==> config.mk <==
export PLATFORM = sky130hd
export DESIGN_NAME = enigma_seq_ctrl
export DESIGN_NICKNAME = d
export VERILOG_FILES = /design/src/rtl/enigma_seq_ctrl.sv
export SDC_FILE = /design/constraint.sdc
export NUM_CORES = 1
export LEC_CHECK = 0
export CORE_ASPECT_RATIO = 1.4
export CORE_MARGIN = 2
export CORE_UTILIZATION = 40
export CTS_BUF_LIST = sky130_fd_sc_hd__clkbuf_16
export DETAILED_ROUTE_END_ITERATION = 8
export PLACE_DENSITY = 0.72
export SLEW_MARGIN = 20
export SYNTH_ARGS = -nofsm -noshare
export SYNTH_HDL_FRONTEND = slang
export SYNTH_SLANG_ARGS = --single-unit
==> constraint.sdc <==
create_clock -name clk -period 9.1 [get_ports clk]
set_clock_uncertainty 0.15 [all_clocks]
set_input_delay 1.82 -clock clk [delete_from_list [all_inputs] [get_ports clk]]
set_output_delay 1.82 -clock clk [all_outputs]
set_load 0.005 [all_outputs]
==> src/rtl/enigma_seq_ctrl.sv <==
// enigma_seq_ctrl: steps the rotors for each accepted letter, then walks it through seven serial
// lookups on the shared wiring table. Optional ENIGMA_POS_LOAD_EN adds pos_load/pos_load_val.
module enigma_seq_ctrl #(
  parameter logic [4:0]  NOTCH_R = 5'd21,
  parameter logic [4:0]  NOTCH_M = 5'd4,
  parameter logic [14:0] RST_POS = 15'd0
) (
  input  logic        clk,
  input  logic        rst_l,
  input  logic        key_valid,
  input  logic [4:0]  key_letter,
`ifdef ENIGMA_POS_LOAD_EN
  input  logic        pos_load,
  input  logic [14:0] pos_load_val,
`endif
  output logic        key_ready,
  output logic        lut_req,
  output logic [1:0]  lut_sel,
  output logic        lut_inv,
  output logic [4:0]  lut_idx,
  input  logic [4:0]  lut_data,
  output logic        out_valid,
  output logic [4:0]  out_letter,
  output logic [14:0] pos,
  output logic        busy
);

  typedef enum logic [3:0] {
    S_IDLE = 4'd0, S_STEP = 4'd1,
    S_LK0 = 4'd2, S_LK1 = 4'd3, S_LK2 = 4'd4, S_LK3 = 4'd5,
    S_LK4 = 4'd6, S_LK5 = 4'd7, S_LK6 = 4'd8, S_DONE = 4'd9
  } state_t;

  state_t      state_q, state_d;
  logic [14:0] pos_q, pos_d;
  logic [4:0]  cur_q, cur_d;
  logic        out_valid_q, out_valid_d;
  logic [4:0]  out_letter_q, out_letter_d;
  logic [1:0]  sel_hold_q, sel_hold_d;
  logic        inv_hold_q, inv_hold_d;
  logic [4:0]  idx_hold_q, idx_hold_d;
  logic        load_s;
  logic [14:0] load_val_s;
  logic [2:0]  stage_s;
  logic        in_lk_s;
  logic [4:0]  prev_res_s;
  logic [4:0]  x_s;

`ifdef ENIGMA_POS_LOAD_EN
  assign load_s     = pos_load;
  assign load_val_s = pos_load_val;
`else
  assign load_s     = 1'b0;
  assign load_val_s = 15'd0;
`endif

  function automatic logic [4:0] add26(input logic [4:0] a, input logic [4:0] b);
    logic [5:0] s;
    s = {1'b0, a} + {1'b0, b};
    if (s >= 6'd26) s = s - 6'd26;
    else            s = s;
    return s[4:0];
  endfunction

  function automatic logic [4:0] sub26(input logic [4:0] a, input logic [4:0] b);
    logic [5:0] s;
    if (a >= b) s = {1'b0, a} - {1'b0, b};
    else        s = {1'b0, a} + 6'd26 - {1'b0, b};
    return s[4:0];
  endfunction

  function automatic logic [4:0] inc26(input logic [4:0] a);
    return (a == 5'd25) ? 5'd0 : a + 5'd1;
  endfunction

  function automatic logic [4:0] clamp26(input logic [4:0] a);
    return (a > 5'd25) ? 5'd0 : a;
  endfunction

  // Notches are tested on the positions held before this step (double-step anomaly on M).
  function automatic logic [14:0] step_pos(input logic [14:0] p);
    logic m_step, l_step;
    m_step = (p[4:0] == NOTCH_R) || (p[9:5] == NOTCH_M);
    l_step = (p[9:5] == NOTCH_M);
    return {l_step ? inc26(p[14:10]) : p[14:10],
            m_step ? inc26(p[9:5])   : p[9:5],
            inc26(p[4:0])};
  endfunction

  function automatic logic [1:0] sel_for(input logic [2:0] k);
    case (k)
      3'd0:    return 2'd0;
      3'd1:    return 2'd1;
      3'd2:    return 2'd2;
      3'd3:    return 2'd3;
      3'd4:    return 2'd2;
      3'd5:    return 2'd1;
      default: return 2'd0;
    endcase
  endfunction

  function automatic logic [4:0] pos_for(input logic [1:0] sel, input logic [14:0] p);
    case (sel)
      2'd0:    return p[4:0];
      2'd1:    return p[9:5];
      2'd2:    return p[14:10];
      default: return 5'd0;
    endcase
  endfunction

  always_ff @(posedge clk or negedge rst_l) begin
    if (!rst_l) begin
      state_q      <= S_IDLE;
      pos_q        <= RST_POS;
      cur_q        <= 5'd0;
      out_valid_q  <= 1'b0;
      out_letter_q <= 5'd0;
      sel_hold_q   <= 2'd0;
      inv_hold_q   <= 1'b0;
      idx_hold_q   <= 5'd0;
    end else begin
      state_q      <= state_d;
      pos_q        <= pos_d;
      cur_q        <= cur_d;
      out_valid_q  <= out_valid_d;
      out_letter_q <= out_letter_d;
      sel_hold_q   <= sel_hold_d;
      inv_hold_q   <= inv_hold_d;
      idx_hold_q   <= idx_hold_d;
    end
  end

  always_comb begin
    state_d      = state_q;
    pos_d        = pos_q;
    cur_d        = cur_q;
    out_valid_d  = 1'b0;
    out_letter_d = out_letter_q;
    sel_hold_d   = lut_sel;
    inv_hold_d   = lut_inv;
    idx_hold_d   = lut_idx;
    case (state_q)
      S_IDLE: begin
        if (load_s) begin
          pos_d = {clamp26(load_val_s[14:10]), clamp26(load_val_s[9:5]), clamp26(load_val_s[4:0])};
        end else if (key_valid && key_ready) begin
          cur_d   = key_letter;
          state_d = (key_letter <= 5'd25) ? S_STEP : S_IDLE;
        end else begin
          state_d = S_IDLE;
        end
      end
      S_STEP: begin
        pos_d   = step_pos(pos_q);
        state_d = S_LK0;
      end
      S_LK0, S_LK1, S_LK2, S_LK3, S_LK4, S_LK5: state_d = state_t'(state_q + 4'd1);
      S_LK6:  state_d = S_DONE;
      S_DONE: begin
        out_letter_d = prev_res_s;
        out_valid_d  = 1'b1;
        state_d      = S_IDLE;
      end
      default: state_d = S_IDLE;
    endcase
  end

  // Each stage result feeds the next index in the same cycle, hence the lut_data-to-lut_idx path.
  always_comb begin
    key_ready = (state_q == S_IDLE) && !load_s;
    in_lk_s   = 1'b1;
    case (state_q)
      S_LK0:   stage_s = 3'd0;
      S_LK1:   stage_s = 3'd1;
      S_LK2:   stage_s = 3'd2;
      S_LK3:   stage_s = 3'd3;
      S_LK4:   stage_s = 3'd4;
      S_LK5:   stage_s = 3'd5;
      S_LK6:   stage_s = 3'd6;
      S_DONE:  begin stage_s = 3'd7; in_lk_s = 1'b0; end
      default: begin stage_s = 3'd0; in_lk_s = 1'b0; end
    endcase
    prev_res_s = sub26(lut_data, pos_for(sel_for(stage_s - 3'd1), pos_q));
    x_s        = (state_q == S_LK0) ? cur_q : prev_res_s;
    if (in_lk_s) begin
      lut_req = 1'b1;
      lut_sel = sel_for(stage_s);
      lut_inv = (stage_s >= 3'd4);
      lut_idx = add26(x_s, pos_for(sel_for(stage_s), pos_q));
    end else begin
      lut_req = 1'b0;
      lut_sel = sel_hold_q;
      lut_inv = inv_hold_q;
      lut_idx = idx_hold_q;
    end
  end

  assign busy       = ~key_ready;
  assign out_valid  = out_valid_q;
  assign out_letter = out_letter_q;
  assign pos        = pos_q;

endmodule

# Word level (Yosys, flattened, before mapping)
# Index checks and enable logic that the tools add are counted.
[totals]
reg_bits = 38
inputBits = 13
out_inout_bits = 32
wordCells = 89
[op_classes]
add_sub_neg = 10
n_lt_le_gt_ge = 4
n_eq_ne = 28
muxes = 22
bitwise_logic = 1
n_reduce_logical = 14
[ops]
columns = ["cell", "n"]
rows = [
  ["5-bit 2-to-1 mux", 8],
  ["5-bit one-hot mux with 3 select lines", 2],
  ["3-bit one-hot mux with 7 select lines", 1],
  ["5-bit == test (second input constant)", 4],
  ["4-bit by 3-bit == test with 1-bit output (second input constant)", 4],
  ["4-bit one-hot mux with 4 select lines", 1],
  ["5-bit by 1-bit adder with 5-bit output (second input constant)", 3],
  ["3-bit by 2-bit == test with 1-bit output (second input constant)", 4],
  ["3-bit == test (second input constant)", 4],
  ["2-bit one-hot mux with 3 select lines", 2],
  ["5-bit subtractor", 2],
  ["4-bit by 2-bit == test with 1-bit output (second input constant)", 2],
  ["4-bit == test (second input constant)", 2],
  ["2-bit OR reduction", 4],
  ["7-bit OR reduction", 1],
  ["5-bit by 5-bit adder with 6-bit output", 1],
  ["3-bit by 1-bit == test with 1-bit output (second input constant)", 2],
  ["6-bit by 5-bit greater-or-equal comparator with 1-bit output (second input constant)", 1],
  ["1-bit 2-to-1 mux", 6],
  ["2-bit AND reduction", 3],
  ["6-bit OR reduction", 1],
  ["5-bit adder (second input constant)", 1],
  ["5-bit by 3-bit == test with 1-bit output (second input constant)", 1],
  ["5-bit greater-or-equal comparator", 1],
  ["14 further kinds", 18],
]

# Depth between registers and ports, before layout
[depth]
ltp_word = 15
depth_mapped = 25
depth_no_buf = 24

# Least setup slack after synthesis
# OpenSTA, ideal clock, no wires.
[synth_path]
path_type = "input-to-output"
startpoint = "input lut_data[1]"
endpoint = "output lut_idx[2]"
t_arrival_ns = 5.115
t_required_ns = 7.130
setup_slack_ns = 2.015
path_stages = 17
n_path_buf = 1
path_cell_list = "inv_1 > ha_1 > nor2b_1 > o21ai_0 > a21boi_0 > o21a_1 > clkbuf_1 > o21a_1 > o31ai_1 > fa_1 > xor2_2 > inv_2 > a221o_1 > o32ai_2 > a22oi_1 > and2_4 > o311ai_2"
[synth_via]
elab_chain_cells = 8
elab_cells_between_ends = 11
classes_between = "add/sub: 5; order compare: 2; mux: 4"
[synth_lines]
columns = ["element", "line", "rtl"]
rows = [
  ["start, declared", "21", "input logic [4:0] lut_data,"],
  ["5-bit adder", "68", "else s = {1'b0, a} + 6'd26 - {1'b0, b};"],
  ["5-bit subtractor", "68", ""],
  ["5-bit 2-to-1 mux (*)", "67", "if (a >= b) s = {1'b0, a} - {1'b0, b};"],
  ["5-bit 2-to-1 mux (*)", "184", "x_s = (state_q == S_LK0) ? cur_q : prev_res_s;"],
  ["5-bit by 5-bit adder with 6-bit output (*)", "59", "s = {1'b0, a} + {1'b0, b};"],
  ["5-bit subtractor / 6-bit by 5-bit greater-or-equal comparator with 1-bit output (equally long branches)", "60", "if (s >= 6'd26) s = s - 6'd26;"],
  ["5-bit 2-to-1 mux (*)", "60", ""],
  ["5-bit 2-to-1 mux (*)", "185", "if (in_lk_s) begin"],
  ["end, declared", "20", "output logic [4:0] lut_idx,"],
]
# Mark *: on every way between the ends. The rest lies on a longest branch, timed or not.

# Worst setup path in the final report
[layout_path]
startpoint = "register state_q[0]"
endpoint = "output lut_idx[2]"
[layout_via]
elab_chain_cells = 15
elab_cells_between_ends = 48
classes_between = "add/sub: 5; order compare: 2; eq/ne: 22; mux: 12; reduce/logical: 7"
[layout_lines]
columns = ["element", "line", "rtl"]
rows = [
  ["start, declared", "34", "state_t state_q, state_d;"],
  ["start signal, assigned", "122", "state_q <= state_d;"],
  ["4-bit == test, or another cell as far along", "172", "case (state_q)"],
  ["3-bit one-hot mux with 7 select lines", "172", ""],
  ["3-bit by 1-bit subtractor with 3-bit output", "183", "prev_res_s = sub26(lut_data, pos_for(sel_for(stage_s - 3'd1), pos_q));"],
  ["3-bit == test, or another cell as far along", "91", "case (k)"],
  ["2-bit OR reduction (no line)", "-", ""],
  ["2-bit one-hot mux with 3 select lines", "91", ""],
  ["2-bit == test, or another cell as far along", "103", "case (sel)"],
  ["5-bit one-hot mux with 3 select lines", "103", ""],
  ["5-bit subtractor, or another cell as far along", "68", ""],
  ["5-bit 2-to-1 mux", "67", ""],
  ["5-bit 2-to-1 mux", "184", ""],
  ["5-bit by 5-bit adder with 6-bit output", "59", ""],
  ["5-bit subtractor / 6-bit by 5-bit greater-or-equal comparator with 1-bit output (equally long branches)", "60", ""],
  ["5-bit 2-to-1 mux", "60", ""],
  ["5-bit 2-to-1 mux (*)", "185", ""],
]
# Mark *: on every way between the ends. The rest lies on a longest branch, timed or not. The select of a mux whose other input is x is not followed.

==> out/results.txt <==
clk_lat worst skew - 280 ps
Hold Vio Cnt, Final - 0
Primary FF master, synth - dfrtp_1
register area share after synthesis - 31.9%
Avg Synthesized Cell Area - 8.65 um2
Hold Path Class - reg2reg
initial DRC count - 185
fin. max-slew vios - 0
hold wc startpoint - idx_hold_q[0]$_DFF_PN0_
IO Port Bufs - 44
GRT Total Usage - 17.7%
clock root cell - clkbuf_16
routed wire length - 7200 um
f_max - 117 MHz
via count - 2708
outcome - finished, final reports clean
CTS tree - built
Ports - 45
unrepaired setup endpoints after global routing - no
reg2reg start - state_q[0]$_DFF_PN0_
Setup crit end kind - output port
Worst-path clk slew - 60 ps
Final nets - 424
antenna-violating nets left - 0
max cap viols - 0
die height - 106 um
post-synthesis cell count - 345
slew at the pin closest to its max-slew limit - 868 ps
Syn Nets - 389
Filler cells - 758
area grow syn2layout - 21.3%
FFs w/ async S/R, synth - 100%
placed insts - 470
H-tree depth - 2
min cycle time layout - 8580 ps
Post-synth EDFFs - 0
Crit Path Max Fanout - 12
Die Area - 0.00818 mm2
Cell Rows - 37
Initial Utilization - 40.8%
setup violators final - 0
Setup TNS Final - 0 ps
CORE AREA - 0.00731 mm2
GPL Wtd Cong - 0.840
DP Wirelength - 5440 um
synth unique cells - 58
overflow left after global routing - 0
largest net degree at the start of global routing - 39
critical path required time - 7130 ps
register bit total from synthesis - 38
total clock sinks - 38
crit share post-route - 94.3%
Post-route DRC - 0
CTS max path bufs - 2
first-pass iteration count of the detailed router - 6
vias in the first global route - 2531
initial antenna violation count - 0
CP startpoint - state_q[0]$_DFF_PN0_
Die X - 77.0 um
crit path kind - reg2out
Max transition margin - 42.1%
Reg area - 951 um2
Mapped Area - 0.00299 mm2
worst hold slack - 330 ps
antenna cells - 0
Final Instance Count excl. Fillers - 478
Num CTS Buffers - 5
first-pass GRT wire length - 11800 um
Multi-input gate area - 0.00188 mm2
Synth Warn # - 0
share of layout cells above drive strength 1 - 7.09%
Arr. time, crit path - 6610 ps
DR WL/cell - 15.1 um
startpoint types - register
vias per cell - 5.67
-- flip-flops by register name (all words and copies together) (netlist names) --
signal and count:
inv_hold_q 1, cur_q 5, out_valid 1, sel_hold_q 2
out_letter 5, state_q 4, idx_hold_q 5, pos 15
-- cell families after synthesis --
| logic type | Yosys count | share of synthesized area [%] |
|---|---|---|
| AO/OA/AOI/OAI | 100 | 23.2 |
| XOR/XNOR | 11 | 3.48 |
| adder cells (fa/ha/maj) | 31 | 14.0 |
| buffers and inverters | 41 | 5.36 |
| flip-flops | 38 | 31.9 |
| multiplexers | 9 | 3.31 |
| AND/OR/NAND/NOR | 115 | 18.8 |
-- Yosys cell counts, types with 3 or more instances --
cell      number  area share, %
nand2_1       38            4.8
nand3_1       11            1.8
nor2_1        26            3.3
o31ai_1        4            1.0
o211ai_1       6            1.5
or4_1          3           0.75
nor2b_1        3           0.63
inv_1         22            2.8
a221o_1        6            2.0
a21oi_1       17            2.8
ha_1          27             11
nor3_1         8            1.3
a21o_1         6            1.5
fa_1           4            2.7
and2_1         3           0.63
a22oi_1        6            1.5
dfrtp_1       38             32
or3_1          3           0.63
xnor2_1        5            1.5
a31oi_1        3           0.63
and3_1         3           0.63
xor2_1         5            1.5
a22o_1         5            1.5
mux2_2         7            2.6
clkbuf_1      14            1.8
o21a_1         3           0.75
o21ai_0       27            4.5
-- repair_timing --
item                                   in CTS  in global routing
hold buffers                                0                  0
setup buffers                               0                  0
endpoints found under the hold margin       0                  0
resized for setup                           0                  1
setup endpoints to repair                   0                  1
-- routing by layer --
metal / vias up / wire, um / track usage (%)
li1: 1315 / - / -
met5: - / 0 / 0
met4: 0 / 207 / 6.89
met2: 86 / 3700 / 31.8
met1: 1287 / 2960 / 20.9
met3: 20 / 335 / 3.06
-- stage by stage --
stage                     setup slack [ps]  util, %  cell area, um2
after floorplan                       2020        -            2990
after global placement                 740     47.6            3480
after detailed placement               606     47.6            3480
after CTS                              414     49.5            3620
after global routing                  75.1     49.5            3620
final                                  522     49.5            3620
-- final timing paths --
path                                        endpoint  slack [ps]  depth (start not counted)
min                          idx_hold_q[0]$_DFF_PN0_         330                          2
max                                       lut_idx[2]         520                         22
min reg2reg                  idx_hold_q[0]$_DFF_PN0_         330                          2
max reg2reg                  idx_hold_q[2]$_DFF_PN0_        3070                         21
min in group asynchronous  out_letter[4]$_DFFE_PN0N_        1510                          1
max in group asynchronous         pos[0]$_DFFE_PN0P_        6750                          1
-- cell type report --
cell class                      count  area share, %
Multi-Input combinational cell    266           51.9
Sequential cell                    38           26.3
Timing Repair Buffer               45           12.2
Clock buffer                        5           3.45
Tap cell                           97           3.35
Inverter                           24           2.49
Clock inverter                      3          0.345
-- critical path, stage by stage (launching register included) --
cell and delay (ps):
dfrtp_1 400, inv_1 80, ha_1 240, o21ai_0 350
o22ai_2 210, and2_1 330, a22o_1 280, a222oi_1 420
ha_1 390, o21ai_0 130, a21boi_0 140, o21a_1 290
o21a_1 230, o31ai_1 500, fa_1 340, xor2_2 210
inv_2 70, a221o_1 370, o32ai_2 200, a22oi_1 150
and2_4 190, o311ai_2 240, clkdlybuf4s50_1 550
-- layout by cell type (no fill, tap or decap), types with 3 or more instances in the layout --
cell             Yosys  routed
clkbuf_16            0       5
xor2_1               5       5
o21ai_0             27      27
ha_1                27      27
xnor2_1              5       5
clkdlybuf4s50_1      0      43
nand3_1             11      11
a31oi_1              3       3
nor3_1               8       7
nor2_1              26      26
inv_1               22      23
o31ai_1              4       4
mux2_2               7       7
and2_1               3       3
o21a_1               3       3
or3_1                3       3
a221o_1              6       6
o211ai_1             6       6
and3_1               3       3
a22o_1               5       5
or4_1                3       3
nor2b_1              3       3
a21o_1               6       6
dfrtp_1             38      38
nand2_1             38      38
a22oi_1              6       6
a21oi_1             17      17
fa_1                 4       4
Power is not shown: default switching activity piles up to over one toggle a cycle in this logic, so the estimate is an artifact.
